[src/rtl/ha_lane_sched_pkg.sv]
// Shared types and constants for the ha_lane_sched round-robin lane scheduler.
package ha_lane_sched_pkg;

  typedef enum logic {
    EMPTY = 1'b0,
    FULL  = 1'b1
  } state_e;

  localparam logic SRC_E = 1'b0;
  localparam logic SRC_F = 1'b1;

  localparam int STAT_W = 16;

endpackage

[src/rtl/ha_lane_sched_ha_lane.sv]
// One combinational half-adder lane.
module ha_lane (
  input  logic x,
  input  logic y,
  output logic s,
  output logic c
);

  assign s = x ^ y;
  assign c = x & y;

endmodule

[src/rtl/ha_lane_sched.sv]
// Round-robin scheduler sharing LANES half-adder lanes between requesters E and F.
// Optional grant/stall counters are enabled by defining HA_LANE_SCHED_STATS_EN.
module ha_lane_sched
  import ha_lane_sched_pkg::*;
#(
  parameter int LANES = 10
) (
  input  logic             clk,
  input  logic             rst_n,
  input  logic             e_valid,
  input  logic [LANES-1:0] e_x,
  input  logic [LANES-1:0] e_y,
  output logic             e_ready,
  input  logic             f_valid,
  input  logic [LANES-1:0] f_x,
  input  logic [LANES-1:0] f_y,
  output logic             f_ready,
  output logic             out_valid,
  output logic [LANES-1:0] out_s,
  output logic [LANES-1:0] out_c,
  output logic             out_src,
`ifdef HA_LANE_SCHED_STATS_EN
  output logic [STAT_W-1:0] stat_e_grants,
  output logic [STAT_W-1:0] stat_f_grants,
  output logic [STAT_W-1:0] stat_stall,
`endif
  input  logic             out_ready
);

  state_e           state_q, state_d;
  logic             last_src_q;
  logic [LANES-1:0] out_s_q, out_c_q;
  logic             out_src_q;

  logic             can_accept;
  logic             grant_e, grant_f, grant;
  logic [LANES-1:0] op_x, op_y, lane_s, lane_c;

  // On contention the winner is the requester that did not win last time.
  assign can_accept = (state_q == EMPTY) | ((state_q == FULL) & out_ready);
  assign grant_e    = can_accept & e_valid & (~f_valid | (last_src_q == SRC_F));
  assign grant_f    = can_accept & f_valid & (~e_valid | (last_src_q == SRC_E));
  assign grant      = grant_e | grant_f;

  assign e_ready = grant_e & rst_n;
  assign f_ready = grant_f & rst_n;

  assign op_x = grant_f ? f_x : e_x;
  assign op_y = grant_f ? f_y : e_y;

  for (genvar i = 0; i < LANES; i++) begin : g_lane
    ha_lane u_lane (
      .x (op_x[i]),
      .y (op_y[i]),
      .s (lane_s[i]),
      .c (lane_c[i])
    );
  end

  // NOTE: assign every always_comb output a default first so no path leaves it unassigned (latch).
  always_comb begin
    state_d = state_q;
    unique case (state_q)
      EMPTY: if (grant) state_d = FULL;
      FULL:  if (out_ready && !grant) state_d = EMPTY;
      default: state_d = EMPTY;
    endcase
  end

  // NOTE: sequential state uses non-blocking assignments so all registers update from pre-edge values.
  always_ff @(posedge clk or negedge rst_n) begin
    if (!rst_n) begin
      state_q    <= EMPTY;
      last_src_q <= SRC_F;
      out_s_q    <= '0;
      out_c_q    <= '0;
      out_src_q  <= SRC_E;
    end else begin
      state_q <= state_d;
      if (grant) begin
        out_s_q    <= lane_s;
        out_c_q    <= lane_c;
        out_src_q  <= grant_f ? SRC_F : SRC_E;
        last_src_q <= grant_f ? SRC_F : SRC_E;
      end
    end
  end

  assign out_valid = (state_q == FULL);
  assign out_s     = out_s_q;
  assign out_c     = out_c_q;
  assign out_src   = out_src_q;

`ifdef HA_LANE_SCHED_STATS_EN
  logic [STAT_W-1:0] stat_e_q, stat_f_q, stat_stall_q;

  always_ff @(posedge clk or negedge rst_n) begin
    if (!rst_n) begin
      stat_e_q     <= '0;
      stat_f_q     <= '0;
      stat_stall_q <= '0;
    end else begin
      if (grant_e && (stat_e_q != '1)) stat_e_q <= stat_e_q + STAT_W'(1);
      if (grant_f && (stat_f_q != '1)) stat_f_q <= stat_f_q + STAT_W'(1);
      if ((state_q == FULL) && !out_ready && (stat_stall_q != '1))
        stat_stall_q <= stat_stall_q + STAT_W'(1);
    end
  end

  assign stat_e_grants = stat_e_q;
  assign stat_f_grants = stat_f_q;
  assign stat_stall    = stat_stall_q;
`endif

endmodule

[config.mk]
export PLATFORM = sky130hd
export DESIGN_NAME = ha_lane_sched
export DESIGN_NICKNAME = d
export VERILOG_FILES = /design/src/rtl/ha_lane_sched_pkg.sv /design/src/rtl/ha_lane_sched_ha_lane.sv /design/src/rtl/ha_lane_sched.sv
export SDC_FILE = /design/constraint.sdc
export NUM_CORES = 1
export LEC_CHECK = 0
export ABC_AREA = 1
export CORE_ASPECT_RATIO = 0.6
export CORE_MARGIN = 10
export CORE_UTILIZATION = 38
export CTS_BUF_LIST = sky130_fd_sc_hd__clkbuf_4
export CTS_CLUSTER_DIAMETER = 60
export DETAILED_ROUTE_END_ITERATION = 6
export HOLD_SLACK_MARGIN = 0.15
export PLACE_DENSITY = 0.87
export SETUP_SLACK_MARGIN = 0.4
export SLEW_MARGIN = 0
export SYNTH_ARGS = -nofsm -noshare
export SYNTH_HDL_FRONTEND = slang
export SYNTH_SLANG_ARGS = --single-unit
[constraint.sdc]
create_clock -name clk -period 1.38 [get_ports clk]
set_input_delay 0.276 -clock clk [delete_from_list [all_inputs] [get_ports clk]]
set_output_delay 0.276 -clock clk [all_outputs]
set_load 0.02 [all_outputs]
==> out/metrics.cfg, run 1 <==
[run_status]
status=complete, but fails checks
violations=setup timing

[yosys]
yosysWarningCount=0
synth_cells=186
syn_avg_cell_area_um2=7.76
yosysSeqAreaShare_pct=40.0
synth_top_area_share_pct=38.2
yosysMostFrequentCell=nand2_1
synth_edf_count=0
ys_async_sr_fraction_pct=100
synth_area_leader_cell=dfrtp_1
synth-seq-cells=23
synthTopCellsByCount=87 x nand2_1, 22 x dfrtp_1, 20 x nand4_1, 20 x o211ai_1, 12 x buf_2
ys_types=15
synth.cell_area_um2=1440
synth_ff_type=dfrtp_1
synth_fp_nets=241
synth.top_cells.by_area=dfrtp_1 38%, nand2_1 23%, o211ai_1 10%

[critical_path]
crit_cells=9
path_cells=buf_6, nand2_4, nand3_4, clkbuf_16, nand2_2, nand2_1, ha_1, o211ai_1, nand2_1
crit_type=reg2reg
crit_top_cell=nand2_1
critPathSlowestCell=dfstp_2
arrival_ns=1.87
max_stage_delay_ns=0.58
endpoint_kind=flip-flop
r2r_cells=9
crit_required_ns=1.60
worst-path-buf-inv=2
cp_max_fo=5
crit_family=flip-flops
start_kind=flip-flop

[power_and_ir_drop]
power_leakage_nw=1.26
ir_drop_uv=912
cellPowerDensity_nw_per_um2=999

[finish]
fin_util_pct=69.3
layout-drive-gt1-share_pct=29.1
fin_area_um2=2530
nets=324
nFillCells=295
n_antenna_cell=0
areaGrowthSynthToFinish_pct=75.6

[hold_path]
hold_class=in2async

[global_route]
grtUsageTotal_pct=14.6
grt_pass1_wl_um=7950
grt_remaining_overflow=0
first_global_vias=1589
grt_max_degree=37
antenna_found_initial=0

[detailed_routing]
drt-wirelength-per-cell_um=16.5
first_pass_iters=4
ant_nets=0
vias=1618
drt-initial-drc-count=104
routed_via_density=5.14
drcViolationCount=0
routed_wl_um=5200

[floorplanning]
num_rows=17
core_area_um2=3660
io_pins=69
fp.dieArea_um2=6740
start_util_pct=39.4
fp.dieH_um=67.7
die_x_um=99.5

[clocking]
clock_latency_ns=0.32
clock-sinks=23
ctsHoldBuffers=0
clk_pin_slew_ns=0.13
cts_made_buffers=3
h-tree-depth=1
cts_max_path_buffers=2
cts_tree=done
clockRootBuffer=clkbuf_4

[placement]
dp_hpwl_um=3710
postPlaceCellArea_um2=2210
io_buffers=68
gp_congestion=0.790

[sta]
final-max-slew-violation-count=0
post-route-period-util_pct=120
worst_pin_slew_ns=0.294
fin_worst_skew_ns=0.00386
rsz0062_at_grt=true
setup_ws_ns=-0.277
fin_hold_ws_ns=0.423
min_period_ns=1.66
relSlewSlack_pct=80.4
max_freq_mhz=603
setup_violations=22
hold_viol_final=0

[job]
maxCapViolations=0

[kinds of logic (layout without fill, tap and decap cells)]
| logic type | after synthesis | in the layout | share of synthesized area, % |
|---|---|---|---|
| simple gates | 112 | 112 | 33.3 |
| flops | 23 | 23 | 40.0 |
| compound gates | 21 | 21 | 11.0 |
| buf+inv | 20 | 102 | 7.03 |
| fa+ha+maj | 10 | 10 | 8.67 |
[timing repair]
item | 4_1_cts | 5_1_grt
cloned | 1 | 1
pin swaps | 1 | 5
resized for setup | 157 | 18
buffers inserted | 9 | 5
hold endpoints to repair | 0 | 0
setup endpoints to repair | 47 | 47
[flip-flops by register name, summed over array words and instances, names as in the netlist]
signal,cells
out_valid,1
out_s,10
last_src_q,1
out_src,1
out_c,10
[worst paths after layout]
kind	from	endpoint	slack, ns
worst max-delay path	last_src_q$_DFFE_PN1P_	out_s[5]$_DFFE_PN0P_	-0.28
worst min-delay path	rst_n	out_s[0]$_DFFE_PN0P_	0.42
worst max register to register	last_src_q$_DFFE_PN1P_	out_s[5]$_DFFE_PN0P_	-0.28
worst min register to register	last_src_q$_DFFE_PN1P_	last_src_q$_DFFE_PN1P_	0.50
max in group asynchronous	rst_n	last_src_q$_DFFE_PN1P_	0.67
min in group clk	last_src_q$_DFFE_PN1P_	last_src_q$_DFFE_PN1P_	0.50
[power by group]
group	internal, mW	total (mW)	switching, mW
Clock	0.109	0.323	0.215
Sequential	0.809	0.917	0.108
Combinational	0.680	1.29	0.611
[placed cells by master, fill, tap and decap left out, drive strengths merged]
| cell | count |
|---|---|
| nand3 | 2 |
| nand4 | 20 |
| nand2 | 88 |
| clkbuf | 4 |
| clkdlybuf4s50 | 43 |
| dlygate4sd2 | 1 |
| dfstp | 1 |
| o211ai | 20 |
| o21ai | 1 |
| inv | 3 |
| buf | 50 |
| clkinv | 1 |
| ha | 10 |
| dfrtp | 22 |
| nor2 | 2 |
[cell type report]
type	instances	area, µm²	share of cell area (%)
clock buffer	3	22.5	0.889
clock inverter	1	5.00	0.198
inverter	3	11.3	0.444
multi-input combinational	143	867	34.2
sequential	23	578	22.8
tap	47	58.8	2.32
timing repair buffer	95	991	39.1
[per-stage QoR]
stage	setup slack (ns)	cells	power, mW	setup TNS (ns)
floorplan	-0.0381	186	1.44	-0.369
detailed placement	-0.658	295	1.96	-12.94
global route	-0.369	315	2.70	-6.02
global placement	-0.606	295	1.93	-11.70
CTS	-0.270	309	2.46	-3.92
finish	-0.277	315	2.53	-4.24
[worst register-to-register path: stages, from the launching register on]
cell and delay [ns]:
dfstp_2 0.58, buf_6 0.10, nand2_4 0.05, nand3_4 0.14, clkbuf_16 0.19, nand2_2 0.04, nand2_1 0.05, ha_1 0.23
o211ai_1 0.09, nand2_1 0.08
[routing by layer]
| metal | part of all wire (%) | wire (µm) | GRT usage, % |
|---|---|---|---|
| met5 | 0 | 0 | 0 |
| met4 | 0 | 0 | 1.96 |
| met3 | 6.7 | 351 | 5.80 |
| met2 | 48 | 2490 | 23.5 |
| met1 | 45 | 2360 | 18.5 |
(Power assumes the default switching activity.)
==> run 2: changes to the inputs <==
--- a/config.mk
+++ b/config.mk
@@ -11,6 +11,7 @@
 export CORE_UTILIZATION = 38
 export CTS_BUF_LIST = sky130_fd_sc_hd__clkbuf_4
 export CTS_CLUSTER_DIAMETER = 60
+export CTS_CLUSTER_SIZE = 40
 export DETAILED_ROUTE_END_ITERATION = 6
 export HOLD_SLACK_MARGIN = 0.15
 export PLACE_DENSITY = 0.87
==> results of run 2 <==
The final DEF is identical to that of run 1; final timing and power are the same.
